`src/rtl/flag_cond_unit.sv`:
```
// NZVC flags register with an ARM condition-code resolver.
// Requests wait for older in-flight flag setters before resolving.
module flag_cond_unit #(
    parameter int CNT_W = 2
) (
    input  logic       clk,
    input  logic       rst,
    input  logic       stall_i,
    input  logic       flush_i,
    input  logic       fs_issue_i,
    input  logic       alu_valid_i,
    input  logic       setflags_i,
    input  logic [3:0] flags_i,
    input  logic       cond_valid_i,
    input  logic [3:0] cond_i,
    output logic       cond_ready_o,
    output logic [3:0] flags_o,
    output logic       br_valid_o,
    output logic       br_taken_o,
    output logic       err_o
);

    typedef enum logic {IDLE, WAIT} state_t;

    localparam logic [CNT_W-1:0] CNT_ZERO = '0;
    localparam logic [CNT_W-1:0] CNT_ONE  = {{(CNT_W-1){1'b0}}, 1'b1};
    localparam logic [CNT_W-1:0] CNT_MAX  = '1;

    state_t           state, state_nxt;
    logic [CNT_W-1:0] cnt, cnt_nxt, wait_cnt, wait_cnt_nxt;
    logic [3:0]       flags_r, cond_r, cond_nxt;
    logic             cmp, resolve, result, err_nxt;

    function automatic logic eval_cond(input logic [3:0] c, input logic [3:0] f);
        logic n, z, v, cy, r;
        n  = f[3];
        z  = f[2];
        v  = f[1];
        cy = f[0];
        case (c)
            4'b0000: r = z;
            4'b0001: r = !z;
            4'b0010: r = cy;
            4'b0011: r = !cy;
            4'b0100: r = n;
            4'b0101: r = !n;
            4'b0110: r = v;
            4'b0111: r = !v;
            4'b1000: r = cy & !z;
            4'b1001: r = !cy | z;
            4'b1010: r = (n == v);
            4'b1011: r = (n != v);
            4'b1100: r = !z & (n == v);
            4'b1101: r = z | (n != v);
            default: r = 1'b1;
        endcase
        return r;
    endfunction

    assign flags_o = flags_r;

    always_comb begin
        cmp          = alu_valid_i & setflags_i;
        cond_ready_o = (state == IDLE);
        state_nxt    = state;
        wait_cnt_nxt = wait_cnt;
        cond_nxt     = cond_r;
        resolve      = 1'b0;
        result       = 1'b0;
        cnt_nxt      = cnt;
        err_nxt      = err_o;
        case (state)
            IDLE: begin
                if (cond_valid_i) begin
                    if (cnt == CNT_ZERO) begin
                        resolve = 1'b1;
                        result  = eval_cond(cond_i, flags_r);
                    end else if (cnt == CNT_ONE && cmp) begin
                        resolve = 1'b1;
                        result  = eval_cond(cond_i, flags_i);
                    end else begin
                        // Snapshot of older setters only; younger issues never join it
                        cond_nxt     = cond_i;
                        wait_cnt_nxt = cnt - {{(CNT_W-1){1'b0}}, cmp};
                        state_nxt    = WAIT;
                    end
                end
            end
            WAIT: begin
                if (cmp) begin
                    if (wait_cnt == CNT_ONE) begin
                        resolve      = 1'b1;
                        result       = eval_cond(cond_r, flags_i);
                        state_nxt    = IDLE;
                        wait_cnt_nxt = CNT_ZERO;
                    end else begin
                        wait_cnt_nxt = wait_cnt - CNT_ONE;
                    end
                end
            end
            default: state_nxt = IDLE;
        endcase
        if (fs_issue_i && !cmp) begin
            if (cnt == CNT_MAX) err_nxt = 1'b1;
            else                cnt_nxt = cnt + CNT_ONE;
        end else if (cmp && !fs_issue_i) begin
            if (cnt == CNT_ZERO) err_nxt = 1'b1;
            else                 cnt_nxt = cnt - CNT_ONE;
        end
    end

    always_ff @(posedge clk or posedge rst) begin
        if (rst) begin
            state      <= IDLE;
            cnt        <= CNT_ZERO;
            wait_cnt   <= CNT_ZERO;
            cond_r     <= 4'b0000;
            flags_r    <= 4'b0000;
            br_valid_o <= 1'b0;
            br_taken_o <= 1'b0;
            err_o      <= 1'b0;
        end else if (flush_i) begin
            state      <= IDLE;
            cnt        <= CNT_ZERO;
            wait_cnt   <= CNT_ZERO;
            br_valid_o <= 1'b0;
            if (cmp) flags_r <= flags_i;
        end else if (!stall_i) begin
            state      <= state_nxt;
            cnt        <= cnt_nxt;
            wait_cnt   <= wait_cnt_nxt;
            cond_r     <= cond_nxt;
            err_o      <= err_nxt;
            br_valid_o <= resolve;
            if (resolve) br_taken_o <= result;
            if (cmp)     flags_r    <= flags_i;
        end
    end

endmodule

```
`config.mk`:
```
export PLATFORM = sky130hd
export DESIGN_NAME = flag_cond_unit
export DESIGN_NICKNAME = d
export VERILOG_FILES = /design/src/rtl/flag_cond_unit.sv
export SDC_FILE = /design/constraint.sdc
export NUM_CORES = 1
export LEC_CHECK = 0
export ABC_AREA = 1
export CORE_MARGIN = 4
export CORE_UTILIZATION = 62
export DETAILED_ROUTE_END_ITERATION = 7
export DONT_BUFFER_PORTS = 1
export GPL_ROUTABILITY_DRIVEN = 0
export GPL_TIMING_DRIVEN = 0
export PLACE_DENSITY_LB_ADDON = 0.2
export SYNTH_ARGS = -nofsm -noshare
export SYNTH_HDL_FRONTEND = slang
export SYNTH_SLANG_ARGS = --single-unit
```
`constraint.sdc`:
```
create_clock -name clk -period 1.49 [get_ports clk]
set_input_delay 0.298 -clock clk [delete_from_list [all_inputs] [get_ports clk]]
set_output_delay 0.298 -clock clk [all_outputs]
set_load 0.02 [all_outputs]
```
==> results of run 1 <==
## state kept, by name (all words and copies together) (netlist names)
name / count
br_taken_o: 1
cond_r: 4
cnt: 2
state: 1
err_o: 1
br_valid_o: 1
wait_cnt: 2
flags_o: 4
## placed cells by master, fill, tap and decap left out, drive strengths merged
| cell | instances |
|---|---|
| o32a | 1 |
| a21oi | 7 |
| dfrtp | 16 |
| nand3 | 25 |
| nor3 | 2 |
| or2 | 1 |
| buf | 3 |
| inv | 34 |
| o21ai | 18 |
| ha | 5 |
| a31o | 1 |
| dlygate4sd3 | 1 |
| o221ai | 1 |
| xnor2 | 2 |
| clkbuf | 3 |
| clkinvlp | 1 |
| nand4 | 2 |
| nand2 | 88 |
| nor2 | 25 |
## metrics by stage
| step | utilization | area, um2 | TNS, ns | setup slack (ns) |
|---|---|---|---|---|
| floorplan | - | 1350 | 0 | 0.125 |
| global placement | 0.689 | 1380 | -0.321 | -0.0838 |
| detailed placement | 0.689 | 1380 | -0.753 | -0.157 |
| CTS | 0.729 | 1460 | 0 | 0.00822 |
| global route | 0.791 | 1580 | -0.248 | -0.0886 |
| finish | 0.791 | 1580 | -0.0420 | -0.0260 |
## area by class of cell
class,instances,area [um2],share of cell area
Tap cell,27,33.8,0.0213
Inverter,35,135,0.0853
Clock buffer,3,22.5,0.0142
Multi-Input combinational cell,178,953,0.602
Sequential cell,16,403,0.254
Timing Repair Buffer,4,36.3,0.0229
## power breakdown
part           leakage (nW)  internal, W  switching, W
sequential            0.196     0.000543      0.000157
combinational         0.598     0.000295      0.000479
clock                0.0138    0.0000940      0.000128
total                 0.807     0.000932      0.000764
## what timing repair did
| item | CTS | global route |
|---|---|---|
| gates cloned | 1 | 0 |
| hold buffers | 1 | 0 |
| buffers inserted | 3 | 0 |
| pin swaps | 2 | 16 |
| setup endpoints to repair | 8 | 11 |
| hold endpoints to repair | 16 | 0 |
| resized for setup | 9 | 40 |
## metal layers
layer | vias to the layer above | share of wire | track usage
met3 | 9 | 0.11 | 0.0899
met5 | - | 0 | 0
met4 | 0 | 0.018 | 0.0539
met1 | 703 | 0.41 | 0.348
met2 | 74 | 0.46 | 0.438
li1 | 749 | - | -
## worst max-delay path, delay by kind of cell (launching register included)
family | cells | cell delay, ns
AOI/OAI and AO/OA | 2 | 0.44
buffers and inverters | 2 | 0.40
DFF | 1 | 0.38
and+or+nand+nor | 1 | 0.21
## final timing paths
| check | cells after the start | startpoint | endpoint |
|---|---|---|---|
| max reg2reg | 5 | state | wait_cnt[0] |
| min reg2reg | 2 | cond_r[3] | cond_r[3] |
| max | 5 | state | wait_cnt[0] |
| min in group asynchronous | 2 | rst | state |
| max in group asynchronous | 2 | rst | flags_o[3] |
| min | 2 | stall_i | state |
## synthesized netlist by cell type
master | n | area (um2)
a21oi_1 | 7 | 35.0
a31o_2 | 1 | 8.76
dfrtp_1 | 16 | 400
ha_1 | 5 | 62.6
inv_1 | 34 | 128
inv_2 | 1 | 3.75
nand2_1 | 88 | 330
nand3_1 | 24 | 120
nand4_1 | 2 | 12.5
nor2_1 | 22 | 82.6
nor2_2 | 3 | 18.8
nor3_1 | 2 | 10.0
o21ai_0 | 17 | 85.1
o21ai_1 | 1 | 5.00
o221ai_1 | 1 | 8.76
o32a_1 | 1 | 10.0
or2_1 | 1 | 6.26
xnor2_1 | 2 | 17.5
## cell families (layout without fill, tap and decap cells)
kind of cell,after synthesis,after routing,synth area share
and+or+nand+nor,142,143,0.432
DFF,16,16,0.298
adders and majority gates,5,5,0.0465
AOI/OAI and AO/OA,28,28,0.113
xor gates and xnor gates,2,2,0.0130
buffers and inverters,35,42,0.0977
==> results.toml, run 1 <==
[run_status]
outcome = "finished, violations left"
failed_checks = "setup timing"

[timing]
setup_slack_ns = -0.0260
period_needed_ns = 1.52
holdWs_ns = 0.182
timing.fmax_ghz = 0.660
slew_headroom = 0.599
maxSlewViolCount = 0
hold_violations = 0
clock_skew_ns = 0.00514
worst_pin_slew_ns = 0.599
finalCritPeriodShare = 1.02
grt_setup_unrepaired = "true"
setup_viol = 2

[power]
p_leak_nw = 0.807
power_w = 0.00170
pwr_density_cell_nw_per_um2 = 1070
ir_drop_v = 0.000877

[clock_tree]
ctsRootBufferMaster = "clkbuf_4"
cts_tree = "yes"
cts.sinks = 16
worstSkewPairLatency_ns = 0.29
clockBufferDepth = 2
cts.htree.levels = 1
path_clk_slew_ns = 0.09
numCtsBuffers = 3

[placed_design]
hpwl_mm = 2.68
port_buffers = 0
dp_cells = 255

[worst_hold_path]
hp-class = "input port to register"

[final_layout]
fin_cells = 263
antenna_cells = 0
drive_gt1_frac = 0.195
fill_cells = 156
syn_to_final_growth_pct = 17.8
final_nets = 259

[floorplan]
die-height_um = 54.6
die_w_um = 54.6
io_pins = 24
die_area_um2 = 2980
initial_core_util = 0.672
rows = 16
core_area_um2 = 2000

[critical_path]
r2r_slack_ns = -0.03
cpMaxStageDelayCell = "dfrtp_1"
path_max_fanout = 8
crit_chain = "clkinvlp_4, nor2_4, inv_1, o32a_1, o21ai_2"
cp-end-kind = "register"
path_class = "register to register"
cp_data_required_time_ns = 1.70
cp-start-kind = "register"
arrival_ns = 1.73
slowest_delay_ns = 0.38

[global_routing]
antenna_found_initial = 0
grt_start_max_net_pins = 17
grt_first_pass_wirelength_mm = 5.93
globalRouteTotalUtil = 0.270
grt_pass1_vias = 1402
grt_overflow = 0

[job]
maxCapViolCount = 0

[route]
drtIter0Drc = 58
vias_per_cell = 5.84
final_antenna_net_count = 0
wl_per_cell_um = 14.2
drc = 0
dr_total_vias = 1535
dr.pass1.iters = 4
wl_mm = 3.74

[synth]
synth_cell_types = 18
ys_ff_latch = 16
syn_inst = 228
ys_seq_area_frac = 0.298
synth_warnings = 0
syn-cell-area_um2 = 1350
syn_nets = 249
avgSynthCellArea_um2 = 5.90
Power figures use the tool's default switching activity.
==> run 2: changes to the inputs <==
--- a/config.mk
+++ b/config.mk
@@ -6,8 +6,7 @@
 export NUM_CORES = 1
 export LEC_CHECK = 0
 export ABC_AREA = 1
-export CORE_MARGIN = 4
-export CORE_UTILIZATION = 62
+export CORE_UTILIZATION = 40
 export DETAILED_ROUTE_END_ITERATION = 7
 export DONT_BUFFER_PORTS = 1
 export GPL_ROUTABILITY_DRIVEN = 0
==> run 2 against run 1 <==
  * The run now ends clean
  * Sequential share of layout area decreased by 0.57 points
  * Critical path depth increased by 7
  * Sequential power about the same
  * Maximum frequency increased by 3.9%
  * Combinational power decreased by 2%
  * Clock power about the same
  * Global-route usage decreased by 6.1 points
  * Via count decreased by 7.0%
  * Die area increased by 21%
  * Worst setup slack improved by 0.057 ns
  * Flip-flop and latch count unchanged
  * Count of clock-buffer cells in the layout unchanged
  * Critical endpoint is now br_taken_o
==> results.toml, run 2 (synthesis results as in run 1) <==
[timing]
holdWs_ns = 0.179
slew_headroom = 0.585
hold_violations = 0
fin_tns_setup_ns = 0
setup_viol = 0
timing.fmax_ghz = 0.685
worst_pin_slew_ns = 0.622
period_needed_ns = 1.46
clock_skew_ns = 0.00108
maxSlewViolCount = 0
grt_setup_unrepaired = "true"
finalCritPeriodShare = 0.979

[final_layout]
fill_cells = 323
multi_input_area_um2 = 950
final_nets = 262
drive_gt1_frac = 0.213
syn_to_final_growth_pct = 20.8
layout_commonest_cell = "nand2_1"
antenna_cells = 0
fin_cells = 283
fin_util = 0.520
seq_area_um2 = 404
final_cell_mix = "nand2_1 (77), inv_1 (26), nand3_1 (22), nor2_1 (18), dfrtp_1 (13)"

[power]
pwr_density_cell_nw_per_um2 = 1030
p_leak_nw = 0.811
power_w = 0.00168
ir_drop_v = 0.000557

[clock_tree]
clockBufferDepth = 2
path_clk_slew_ns = 0.08
ctsRootBufferMaster = "clkbuf_4"
cts.sinks = 16
cts_tree = "yes"
numCtsBuffers = 3
cts.htree.levels = 1
worstSkewPairLatency_ns = 0.28

[critical_path]
path_max_fanout = 6
cp-end-kind = "register"
arrival_ns = 1.63
cp_data_required_time_ns = 1.66
path_class = "register to register"
cp-start-kind = "register"

[floorplan]
die_area_um2 = 3600
io_pins = 24
rows = 20
die_w_um = 60.0
core_area_um2 = 3130
die-height_um = 60.0
initial_core_util = 0.430

[global_routing]
grt_start_max_net_pins = 17
grt_pass1_vias = 1183
globalRouteTotalUtil = 0.209
grt_overflow = 0
grt_first_pass_wirelength_mm = 5.56
antenna_found_initial = 0

[route]
wl_met3_um = 222
wl_mm = 3.58
vias_per_cell = 5.05
drtIter0Drc = 105
dr.pass1.iters = 4
dr.max_layer_used = "met4"
wl_per_cell_um = 12.6
wl_met1_mm = 1.71
drc = 0
final_antenna_net_count = 0
met2_length_mm = 1.63
dr_total_vias = 1428

[run_status]
outcome = "completed"

[placed_design]
port_buffers = 0
hpwl_mm = 2.57
dp_cells = 272

[worst_hold_path]
hp-class = "input port to register"

[job]
maxCapViolCount = 0
-- run 2: report_power, final --
| part | internal [W] | switching, W | total, W |
|---|---|---|---|
| combinational | 0.000308 | 0.000448 | 0.000756 |
| clock | 0.0000939 | 0.000126 | 0.000220 |
| sequential | 0.000544 | 0.000158 | 0.000702 |
-- run 2: routing by layer --
layer | up-vias | GRT usage
li1 | 748 | -
met1 | 647 | 0.300
met2 | 31 | 0.324
met3 | 2 | 0.0498
met4 | 0 | 0.0299
met5 | - | 0
-- run 2: critical path: stages (launching register included) --
cell and delay, ns:
dfrtp_2 0.49, inv_2 0.10, nand2_2 0.05, nand2_2 0.09, o21ai_1 0.08, nand2_1 0.06
nand3_1 0.07, nor2_2 0.09, nand2_1 0.06, nand2_1 0.07, nand2_2 0.06, nand2_2 0.06
a21oi_2 0.05
-- run 2: final timing paths --
check	endpoint	startpoint	slack, ns	depth (start not counted)
setup / recovery	br_taken_o	flags_o[1]	0.03	12
setup reg to reg	br_taken_o	flags_o[1]	0.03	12
min in group asynchronous	err_o	rst	0.53	2
hold / removal	br_valid_o	flush_i	0.18	3
hold reg to reg	cond_r[3]	cond_r[3]	0.52	2
max in group asynchronous	flags_o[0]	rst	0.53	2
-- run 2: final cells by class --
class | count | share of cell area
tap | 44 | 0.0339
inverter | 35 | 0.0831
clock buffer | 3 | 0.0139
multi-input combinational | 178 | 0.584
sequential | 16 | 0.249
timing repair buffer | 7 | 0.0362
-- run 2: what timing repair did --
item	CTS	global route
pin swaps	1	10
setup endpoints to repair	8	9
resized for setup	15	34
hold buffers	1	0
endpoints found under the hold margin	16	0
gates cloned	1	0
buffers inserted	5	1
-- run 2: per-stage QoR --
step	setup WS, ns	area [um2]
floorplan	0.125	1350
global placement	-0.166	1400
detailed placement	-0.177	1400
CTS	-0.00444	1510
global route	-0.0876	1630
finish	0.0308	1630
